$ cat src/rtl/eager_fork.sv
// Eager/lazy fork: broadcasts one producer token to up to NUM_OUTPUTS consumer
// branches. In eager mode each branch may accept in a different cycle and a
// per-branch "sent" bit remembers who already has the token; in lazy mode all
// enabled branches must accept together. The branch-enable mask is latched
// while a token is partially delivered so it cannot change under that token.
module eager_fork #(
    parameter int NUM_OUTPUTS = 2,
    parameter int DATA_WIDTH  = 32,
    parameter int EAGER       = 1
) (
    input  logic                                  clk,
    input  logic                                  rst_n,
    input  logic [DATA_WIDTH-1:0]                 data_in,
    input  logic                                  valid_in,
    output logic                                  ready_in,
    output logic [NUM_OUTPUTS-1:0][DATA_WIDTH-1:0] data_out,
    output logic [NUM_OUTPUTS-1:0]                valid_out,
    input  logic [NUM_OUTPUTS-1:0]                ready_out,
    input  logic [NUM_OUTPUTS-1:0]                fork_mask,
    output logic                                  busy
);

    logic [NUM_OUTPUTS-1:0] sent_q;
    logic [NUM_OUTPUTS-1:0] sent_d;
    logic [NUM_OUTPUTS-1:0] mask_q;
    logic [NUM_OUTPUTS-1:0] mask_d;
    logic [NUM_OUTPUTS-1:0] act_mask;
    logic [NUM_OUTPUTS-1:0] done;
    logic                   pending;
    logic                   in_hs;

    assign pending  = |sent_q;
    assign busy     = pending;
    // A token in flight keeps the mask it started with.
    assign act_mask = pending ? mask_q : fork_mask;
    // A branch is finished if disabled, already served, or accepting now.
    assign done     = ~act_mask | sent_q | ready_out;
    assign ready_in = &done;
    assign in_hs    = valid_in & ready_in;

    genvar gi;
    generate
        for (gi = 0; gi < NUM_OUTPUTS; gi++) begin : g_branch
            // All branches see the producer payload directly.
            assign data_out[gi] = data_in;
            if (EAGER != 0) begin : g_eager
                // Offer only to enabled branches that have not taken this token.
                assign valid_out[gi] = valid_in & act_mask[gi] & ~sent_q[gi];
            end else begin : g_lazy
                // Offer only when every other branch is able to finish this cycle,
                // so all enabled branches accept together.
                localparam logic [NUM_OUTPUTS-1:0] SELF = NUM_OUTPUTS'(1) << gi;
                assign valid_out[gi] = valid_in & act_mask[gi] & (&(done | SELF));
            end
        end
    endgenerate

    // Next-state for the delivery record: input handshake clears, branch
    // handshakes accumulate (eager mode only; lazy mode never records).
    always_comb begin
        sent_d = sent_q;
        if (in_hs) begin
            sent_d = '0;
        end else if (EAGER != 0) begin
            sent_d = sent_q | (valid_out & ready_out);
        end
    end

    // Mask tracks fork_mask while idle and freezes while a token is partial.
    always_comb begin
        mask_d = pending ? mask_q : fork_mask;
    end

    // State registers with asynchronous active-low reset.
    always_ff @(posedge clk or negedge rst_n) begin
        if (!rst_n) begin
            sent_q <= '0;
            mask_q <= '0;
        end else begin
            sent_q <= sent_d;
            mask_q <= mask_d;
        end
    end

endmodule

$ cat config.mk
export PLATFORM = sky130hd
export DESIGN_NAME = eager_fork
export DESIGN_NICKNAME = d
export VERILOG_FILES = /design/src/rtl/eager_fork.sv
export SDC_FILE = /design/constraint.sdc
export NUM_CORES = 1
export LEC_CHECK = 0
export ABC_AREA = 1
export ABC_CLOCK_PERIOD_IN_PS = 1900
export CAP_MARGIN = 0
export CORE_MARGIN = 1
export CORE_UTILIZATION = 25
export CTS_CLUSTER_DIAMETER = 30
export DETAILED_ROUTE_END_ITERATION = 8
export PLACE_DENSITY = 0.87
export SYNTH_ARGS = -nofsm -noshare
export SYNTH_HDL_FRONTEND = slang
export SYNTH_SLANG_ARGS = --single-unit
$ cat constraint.sdc
create_clock -name clk -period 1.9 [get_ports clk]
set_input_delay 0.19 -clock clk [delete_from_list [all_inputs] [get_ports clk]]
set_output_delay 0.19 -clock clk [all_outputs]
set_load 0.01 [all_outputs]
==> results.md <==
* CP max stage delay at between 400 and 500 ps
* Setup TNS at 0 ps
* Num CTS Buffers at 3
* Setup crit end kind: output pin
* VDD IR max at about 0.00054 V
* Hold crit path type: primary input to async pin
* CP most frequent cell: nand2_1
* Syn avg cell area at 7.44 sq um
* Ys flop type: dfrtp_1
* Final Skew at between 0.6 and 0.7 ps
* Vias per Instance at about 3.6
* Min Tclk post-route at 1530 ps
* Routability cong. at approximately 0.68
* Status: complete, no violations
* IO Port Bufs at 10
* Routed len/inst at 10.9 um
* Die H at 55.2 um
* Crit path cell chain: nor2_1, nand2_1, nand2_2, nand3_1, nand2_1, inv_1, dlymetal6s2s_1
* Total power at around 620 uW
* Maximum Capacitance Violations at 0
* Finish-stage setup viols at 0
* Vias in the first global route at ~290
* Fin Hold WS at between 150 and 200 ps
* Post-Syn Nets at approximately 130
* Synth Register Bits at 4
* Routed wire length at ~800 um
* DIE AREA at 3040 sq um
* Area leader, netlist: buf_4
* CTS tree: done
* RSZ-0062 raised after global routing: no
* Largest net degree at the start of global routing at 5
* Post-layout nets at 85
* Worst setup SP type: flip-flop
* Post-synth cell types at 10
* First-pass GRT wire length at 1150 um
* Critical path data required time at about 1700 ps
* Diode count at 0
* Hold Vio Cnt, Final at 0
* Total track usage at 0.0572
* Crit share post-route at 0.806
* Crit Path Max Fanout at 4
* GRT overflow at 0
* Via count at 268
* Clk root buf: clkbuf_4
* 1st-pass router iterations at 4
* Die width at around 55 um
* Synth Warn # at 0
* Area of the core at between 2000 and 3000 sq um
* H-Tree Depth at 1
* Layout area overhead at -43.7%
* Leak Pwr at 0.000229 uW
* Post-DRT Antenna Nets at 0
* Initial Util at 0.275
* Post-synth top area share at 0.680
* FFs w/ async S/R, synth at 1.00
* CP max stage cell: dfrtp_1
* DP Wirelength at a little over 600 um
* Ports at ~110
* Worst slew pin tran at 177 ps
* # DRC at 0
* Clock slew seen by the registers of the worst setup and hold paths at 40 ps
* Initial antenna violation count at 0
* Clock sink count at 4
* CP delay by family, top: simple AND/OR/NAND/NOR gates
* Fmax at 0.653 GHz
* Slew headroom at 0.882
* Number of flops mapped to enable cells by yosys at 0
* Commonest cells post-synth: buf_4, nand2_1, inv_1, nand2_2, dfrtp_1
* Post-CTS Setup Repair Bufs at 0
* Site row count at 18
* Post-Synthesis Cells at 95
* Worst Path Buf+Inv at 2
* Critical Path AT at around 1300 ps
* Area contributors post-synth: buf_4, dfrtp_1, nand2_2
* Syn Std Cell Area at approximately 710 sq um
* Clock Latency Late Sink at ~230 ps
* Final core utilization at 0.155
* PwrDens at approximately 1600 nW/um^2
* Most frequent cell after synthesis: buf_4
* Seq/Total Area, Yosys at 0.142
* Clock Path Buffers at 2
* Final instance area at between 300 and 400 sq um
* Final Max Tran Viols at 0
* Share of layout cells above drive strength 1 at 0.273
* Placement Cell Area at 364 sq um
* Crit path kind: flip-flop to output pin
* Initial DRC count at 3
final timing paths:
path | from | to | slack, ps | cells past startpoint
hold / removal | rst_n | sent_q[0] | 160 | 1
setup / recovery | sent_q[1] | ready_in | 370 | 7
min in group clk | data_in[15] | data_out[15] | 380 | 0
setup reg to reg | sent_q[1] | sent_q[0] | 800 | 7
hold reg to reg | mask_q[1] | mask_q[1] | 500 | 2
max in group asynchronous | rst_n | mask_q[0] | 1580 | 1
cell usage in the layout, fill, tap and decap left out:
cell	netlist	routed
clkdlybuf4s50_1	0	7
nand2_1	6	6
nand2_2	5	5
inv_1	5	5
dfrtp_1	4	4
nor2_1	3	3
clkbuf_4	0	3
dlymetal6s2s_1	0	3
inv_2	2	2
nand3_1	2	2
o21ai_1	3	2
o21ai_2	0	1
nand3_2	1	1
worst reg2reg max path, delay by kind of cell (launching register included):
family	cells	cell delay, ps
and+or+nand+nor	5	460
DFF	1	410
AOI/OAI and AO/OA	1	120
buffers and inverters	1	40
routing by layer:
layer  track usage  up-vias  wire (um)
li1              -      120          -
met1        0.0342      111        192
met2        0.0803       26        362
met3        0.0383       11        189
met4         0.108        0         62
met5             0        -          0
flip-flops by register name, indices dropped and copies added, names as in the netlist:
name and count:
mask_q 2, sent_q 2
area by class of cell:
cell class                 count  area [sq um]
timing repair buffer          10           108
inverter                       7          26.3
multi-input combinational     20           104
sequential                     4           100
clock buffer                   3          22.5
fill                         298          2170
tap                           30          37.5
power by group:
group	switching (uW)	internal (uW)	leakage [uW]
logic	184	161	0.000164
registers	39.2	129	0.0000505
clock network	33.9	70.6	0.0000138
total	257	361	0.000229
per-stage QoR:
| stage | instances | worst slack [ps] |
|---|---|---|
| 6_report | 74 | 368 |
| 5_1_grt | 74 | 260 |
| 4_1_cts | 74 | 22.9 |
| 3_5_place_dp | 71 | 186 |
| 3_3_place_gp | 71 | 196 |
| 2_1_floorplan | 95 | 825 |
timing repair:
item	in CTS	in global routing
setup endpoints to repair	0	3
resized for setup	0	4
hold buffers	0	0
cells by family (layout without fill, tap and decap cells):
group / count (synthesis) / in the layout / synth area share
AOI/OAI and AO/OA: 3 / 3 / 0.0212
buffers and inverters: 71 / 20 / 0.717
DFF: 4 / 4 / 0.142
and+or+nand+nor: 17 / 17 / 0.120
(Power assumes the default switching activity.)
